File: config.mk
export PLATFORM = sky130hd
export DESIGN_NAME = muldiv_controller
export DESIGN_NICKNAME = d
export VERILOG_FILES = /design/src/rtl/muldiv_pkg.sv /design/src/rtl/muldiv_iter_core.sv /design/src/rtl/muldiv_controller.sv
export SDC_FILE = /design/constraint.sdc
export NUM_CORES = 1
export LEC_CHECK = 0
export CAP_MARGIN = 20
export CORE_MARGIN = 3
export CORE_UTILIZATION = 44
export CTS_CLUSTER_DIAMETER = 60
export CTS_CLUSTER_SIZE = 30
export DETAILED_ROUTE_END_ITERATION = 10
export PLACE_DENSITY = 0.64
export RECOVER_POWER = 50
export SETUP_SLACK_MARGIN = 0.05
export SLEW_MARGIN = 40
export SYNTH_ARGS = -nofsm -noshare
export SYNTH_HDL_FRONTEND = slang
export SYNTH_HIERARCHICAL = 1
export SYNTH_SLANG_ARGS = --single-unit
File: constraint.sdc
create_clock -name clk_i -period 7.3 [get_ports clk_i]
set_clock_uncertainty 0.2 [all_clocks]
set_input_delay 1.46 -clock clk_i [delete_from_list [all_inputs] [get_ports clk_i]]
set_output_delay 1.46 -clock clk_i [all_outputs]
set_load 0.01 [all_outputs]
File: src/rtl/muldiv_pkg.sv
// Shared definitions for the iterative RV32M multiply/divide unit:
// FSM encoding, funct3 opcodes and the per-operation step count.
package muldiv_pkg;

    typedef enum logic [1:0] {
        IDLE = 2'd0,
        BUSY = 2'd1,
        DONE = 2'd2
    } state_t;

    localparam logic [2:0] F3_MUL    = 3'd0;
    localparam logic [2:0] F3_MULH   = 3'd1;
    localparam logic [2:0] F3_MULHSU = 3'd2;
    localparam logic [2:0] F3_MULHU  = 3'd3;
    localparam logic [2:0] F3_DIV    = 3'd4;
    localparam logic [2:0] F3_DIVU   = 3'd5;
    localparam logic [2:0] F3_REM    = 3'd6;
    localparam logic [2:0] F3_REMU   = 3'd7;

    localparam int ITER_CNT = 32;

    function automatic logic [31:0] neg32(input logic [31:0] v);
        return ~v + 32'd1;
    endfunction

    function automatic logic [63:0] neg64(input logic [63:0] v);
        return ~v + 64'd1;
    endfunction

endpackage

File: src/rtl/muldiv_iter_core.sv
// Radix-2 datapath: one shift-add (multiply) or restoring shift-subtract
// (divide) step per enabled cycle on a 64-bit accumulator.
module muldiv_iter_core (
    input  logic        clk_i,
    input  logic        rst_i,
    input  logic        load_i,
    input  logic        step_i,
    input  logic        div_i,
    input  logic [31:0] a_i,
    input  logic [31:0] b_i,
    output logic [63:0] acc_next_o
);

    logic [63:0] acc_q;
    logic [31:0] b_q;
    logic [32:0] sum;
    logic [32:0] diff;

    // Divide keeps {remainder, dividend/quotient}; multiply keeps
    // {partial product, multiplier} and retires one multiplier bit per step.
    always_comb begin
        sum  = {1'b0, acc_q[63:32]} + {1'b0, b_q};
        diff = acc_q[63:31] - {1'b0, b_q};
        if (div_i) begin
            if (diff[32])
                acc_next_o = {acc_q[62:0], 1'b0};
            else
                acc_next_o = {diff[31:0], acc_q[30:0], 1'b1};
        end else if (acc_q[0]) begin
            acc_next_o = {sum, acc_q[31:1]};
        end else begin
            acc_next_o = {1'b0, acc_q[63:1]};
        end
    end

    always_ff @(posedge clk_i) begin
        if (rst_i) begin
            acc_q <= '0;
            b_q   <= '0;
        end else if (load_i) begin
            acc_q <= {32'd0, a_i};
            b_q   <= b_i;
        end else if (step_i) begin
            acc_q <= acc_next_o;
        end
    end

endmodule

File: src/rtl/muldiv_controller.sv
// RV32M multiply/divide controller: stalls the pipeline while the iterative
// core runs 32 steps, handles divide fast paths and applies sign fix-up.
module muldiv_controller
    import muldiv_pkg::*;
(
    input  logic        clk_i,
    input  logic        rst_i,
    input  logic        start_i,
    input  logic [2:0]  funct3_i,
    input  logic [31:0] rs1_i,
    input  logic [31:0] rs2_i,
    input  logic [4:0]  rd_label_i,
    input  logic        flush_i,
    output logic        stall_o,
    output logic        done_o,
    output logic [31:0] result_o,
    output logic [4:0]  rd_label_o
);

    state_t      state;
    logic [4:0]  cnt;
    logic [2:0]  op_q;
    logic [4:0]  rd_q;
    logic        neg_q;

    logic        a_sgn, b_sgn, a_neg, b_neg;
    logic [31:0] a_mag, b_mag;
    logic        is_div, is_rem, div_zero, div_ovf, fast, accept;
    logic [31:0] fast_res;
    logic [63:0] acc_next, prod;
    logic [31:0] iter_res;

    always_comb begin
        a_sgn    = funct3_i inside {F3_MULH, F3_MULHSU, F3_DIV, F3_REM};
        b_sgn    = funct3_i inside {F3_MULH, F3_DIV, F3_REM};
        a_neg    = a_sgn & rs1_i[31];
        b_neg    = b_sgn & rs2_i[31];
        a_mag    = a_neg ? neg32(rs1_i) : rs1_i;
        b_mag    = b_neg ? neg32(rs2_i) : rs2_i;
        is_div   = funct3_i[2];
        is_rem   = funct3_i[2] & funct3_i[1];
        div_zero = is_div & (rs2_i == 32'd0);
        div_ovf  = (funct3_i == F3_DIV || funct3_i == F3_REM) &&
                   rs1_i == 32'h8000_0000 && rs2_i == 32'hFFFF_FFFF;
        fast     = div_zero | div_ovf;
        if (div_zero)
            fast_res = is_rem ? rs1_i : 32'hFFFF_FFFF;
        else
            fast_res = is_rem ? 32'd0 : 32'h8000_0000;
        accept   = ~rst_i & (state == IDLE) & start_i & ~flush_i;
        stall_o  = ~rst_i & (accept | (state == BUSY));
    end

    // Result is taken from the core's next value so it is ready on the
    // same edge that completes the final step.
    always_comb begin
        prod = neg_q ? neg64(acc_next) : acc_next;
        if (!op_q[2])
            iter_res = (op_q == F3_MUL) ? prod[31:0] : prod[63:32];
        else if (op_q[1])
            iter_res = neg_q ? neg32(acc_next[63:32]) : acc_next[63:32];
        else
            iter_res = neg_q ? neg32(acc_next[31:0]) : acc_next[31:0];
    end

    muldiv_iter_core u_core (
        .clk_i      (clk_i),
        .rst_i      (rst_i),
        .load_i     (accept & ~fast),
        .step_i     ((state == BUSY) & ~flush_i),
        .div_i      (op_q[2]),
        .a_i        (a_mag),
        .b_i        (b_mag),
        .acc_next_o (acc_next)
    );

    always_ff @(posedge clk_i) begin
        if (rst_i) begin
            state      <= IDLE;
            cnt        <= '0;
            op_q       <= '0;
            rd_q       <= '0;
            neg_q      <= 1'b0;
            done_o     <= 1'b0;
            result_o   <= '0;
            rd_label_o <= '0;
        end else begin
            done_o <= 1'b0;
            unique case (state)
                IDLE: begin
                    if (accept) begin
                        op_q  <= funct3_i;
                        rd_q  <= rd_label_i;
                        neg_q <= is_rem ? a_neg : (a_neg ^ b_neg);
                        cnt   <= '0;
                        if (fast) begin
                            state      <= DONE;
                            done_o     <= 1'b1;
                            result_o   <= fast_res;
                            rd_label_o <= rd_label_i;
                        end else begin
                            state <= BUSY;
                        end
                    end
                end
                BUSY: begin
                    if (flush_i) begin
                        state <= IDLE;
                    end else begin
                        cnt <= cnt + 5'd1;
                        if (cnt == 5'(ITER_CNT - 1)) begin
                            state      <= DONE;
                            done_o     <= 1'b1;
                            result_o   <= iter_res;
                            rd_label_o <= rd_q;
                        end
                    end
                end
                DONE:    state <= IDLE;
                default: state <= IDLE;
            endcase
        end
    end

endmodule

==> summary.txt <==
Yosys
  • Synthesized cell area: 0.0159 sq mm
  • Syn Inst Count: 2192
  • Synth Register Bits: 150
  • Synth area leaders: dfxtp_1 (19%), nor2_1 (6.0%), a21oi_1 (5.7%)
  • Avg Cell Area, Syn: 7.27 sq um
  • Mapped Nets: 2341
  • Post-synthesis sequential area ratio: 18.9%
  • Post-synth EDFFs: 0
  • Synth warnings: 6
  • Yosys top cell by area: dfxtp_1
  • Async SR Flop Fraction: 0%
  • Synth top area share: 18.9%
  • Yosys cell types: 92
  • Top_reg_cell synth: dfxtp_1
  • Most common cell in the netlist: nor2_1
  • Commonest cells post-synth: nor2_1 (253), nand2_1 (185), a21oi_1 (180), dfxtp_1 (150), o21ai_0 (120)

Routing
  • 1st-iter DRT viols: 2217
  • Drt via density: 6.53
  • TritonRoute pass-1 iters: 6
  • Routed len/inst: 24.5 microns
  • DRC violations left: 0
  • Antenna-violating nets left: 0
  • Routed vias: 17600
  • Final WL: 66200 microns

Clock tree
  • Htree depth: 4
  • Clock Pin Slew Worst Setup and Hold Paths: 70 ps
  • Root Driver: clkbuf_16
  • Cts hold-fix bufs: 0
  • CTS Buf Count: 17
  • CTS tree: built
  • Clock buffer depth: 2
  • Post-cts sizing count: 0
  • Worst-skew pair later-pin latency: 460 ps
  • CTS Sinks: 150
  • Post-CTS setup buffer count: 0

Timing
  • Final setup vio count: 0
  • Max-slew violations: 29
  • Minimum clock period: 6770 ps
  • Final cycle utilization of the critical path: 92.7%
  • Max Freq: 148 MHz
  • Final Hold Vio Count: 0
  • Total negative setup slack: 0 ps
  • Relative slew slack: -41.9%
  • Slew @ Worst Pin: 2110 ps
  • RSZ-0062 raised after global routing: no

Floorplan
  • Area of the die: 0.0385 sq mm
  • Initial core utilization: 44.7%
  • Die width: 196 microns
  • Die H: 196 microns
  • FP Rows: 69
  • I/O pins: 115
  • Core ar.: 0.0357 sq mm

Global route
  • Grt met3 use: 7.64%
  • Largest net degree at the start of global routing: 71
  • First-pass GRT wire length: 99800 microns
  • GR Util met1: 46.6%
  • Remaining global-route overflow: 0
  • Antenna violations before repair: 1
  • Total GRT Usage: 33.4%
  • Most Crowded Layer GR: met2
  • Vias in the first global route: 16500
  • Met2 global-route usage: 50.3%

Setup path
  • Data arrival, critical path: 6950 ps
  • CP startpoint kind: primary input
  • Critical path class: in -> reg
  • Crit path max fanout: 27
  • Worst EP required: 7480 ps
  • Endpoint class of the critical path: register

Power
  • IR drop worst, VDD: 0.183 mV
  • PwrDens: 173 mW/mm^2
  • Clock share of power: 29.9%
  • Leak pwr: 7.03 nW
  • Register share of total power: 28.4%
  • Logic pwr share: 41.7%
  • Int Pwr: 0.00185 W
  • Sw Ratio: 40.7%
  • Net switching power: 0.00127 W

Final layout
  • Area Overhead vs Synth: 12.8%
  • FILL cells: 3607
  • Reg area: 0.00301 sq mm
  • Layout cells sized above 1: 7.78%
  • Post-route cell area: 0.0180 sq mm
  • Area of the multi-input gates: 0.0119 sq mm
  • Total Nets Final: 2373

Status
  • Failing checks: capacitance limit, slew limit
  • Status: complete, but fails checks

Job
  • Max Cap Viol: 3

Placed design
  • Placed inst area: 0.0174 sq mm
  • Dpl hpwl: 50500 microns
  • PortBufs: 114
  • Final Wtd Congestion: 1.08

Min path
  • Hold Crit Class: reg -> reg
[power by group through the flow]
stage,Clock [W],Sequential [W],Combinational (W)
floorplan,0,0.000886,0.000866
global placement,0,0.000905,0.00124
detailed placement,0,0.000907,0.00124
CTS,0.000942,0.000888,0.00125
global route,0.000979,0.000888,0.00138
finish,0.000931,0.000885,0.00130
[placed cells by master (no fill, tap or decap), types with 48 or more instances in the layout]
cell type        instances
dfxtp_1                147
xor2_1                  76
mux2i_1                 81
buf_4                   48
nor3_1                  75
nor2_1                 249
xnor2_1                 86
nand2_1                185
o21ai_0                118
clkdlybuf4s50_1         72
a21oi_1                180
ha_1                    71
inv_1                   77
[sequential cells by signal, indices dropped and copies added, names as in the netlist]
register      count
neg_q             1
done_o            1
rd_q              5
rd_label_o        5
u_core/b_q       32
u_core/acc_q     64
state             2
cnt               5
result_o         32
op_q              3
[metal layers]
metal,share of wire [%],up-vias,wire (microns)
li1,-,8160,-
met2,43,907,28300
met4,3.6,0,2400
met3,10,155,6680
met1,43,8406,28700
met5,0,-,0
[per-stage QoR]
stage | util [%] | power [W] | setup slack (ps) | hold slack, ps | instances
6_report | 50.4 | 0.00311 | 535 | 258 | 2699
5_1_grt | 50.4 | 0.00325 | 401 | 282 | 2698
4_1_cts | 50.4 | 0.00308 | 806 | 256 | 2695
3_5_place_dp | 48.7 | 0.00215 | 831 | 247 | 2663
3_3_place_gp | 48.6 | 0.00214 | 898 | 243 | 2663
2_1_floorplan | - | 0.00175 | 1830 | 237 | 2192
[area by class of cell]
cell class	count	area share, %
multi-input cells	1808	66.4
clock buffers	20	2.55
well taps	461	3.21
clock inverters	12	0.773
inverters	79	1.66
diodes	1	0.0139
repair buffers	168	8.60
flip-flops and latches	150	16.8
[cells by family after synthesis]
| group | Yosys count | synth area share, % |
|---|---|---|
| buf+inv | 234 | 6.41 |
| compound gates | 638 | 27.0 |
| fa+ha+maj | 73 | 5.83 |
| flops | 150 | 18.9 |
| simple gates | 817 | 25.3 |
| mux | 118 | 7.71 |
| xor+xnor | 162 | 8.91 |
[critical path, cell delays in order]
cell and delay (ps):
dlygate4sd3_1 630, or4_1 610, or4_1 620, nor4_1 1520, a41o_1 470, nor3_1 420
clkbuf_1 530, or3_1 500, a21oi_1 170
[path summary, 6_finish.rpt]
path                            cells after the start             start  slack (ps)              end
worst min-delay path                                2      result_o[28]         260     result_o[28]
worst max-delay path                                9          rs2_i[6]         530  u_core/acc_q[8]
worst max register to register                     18  u_core/acc_q[33]         910     result_o[24]
worst min register to register                      2      result_o[28]         260     result_o[28]
Note: power is estimated with default switching activity, not from simulation.
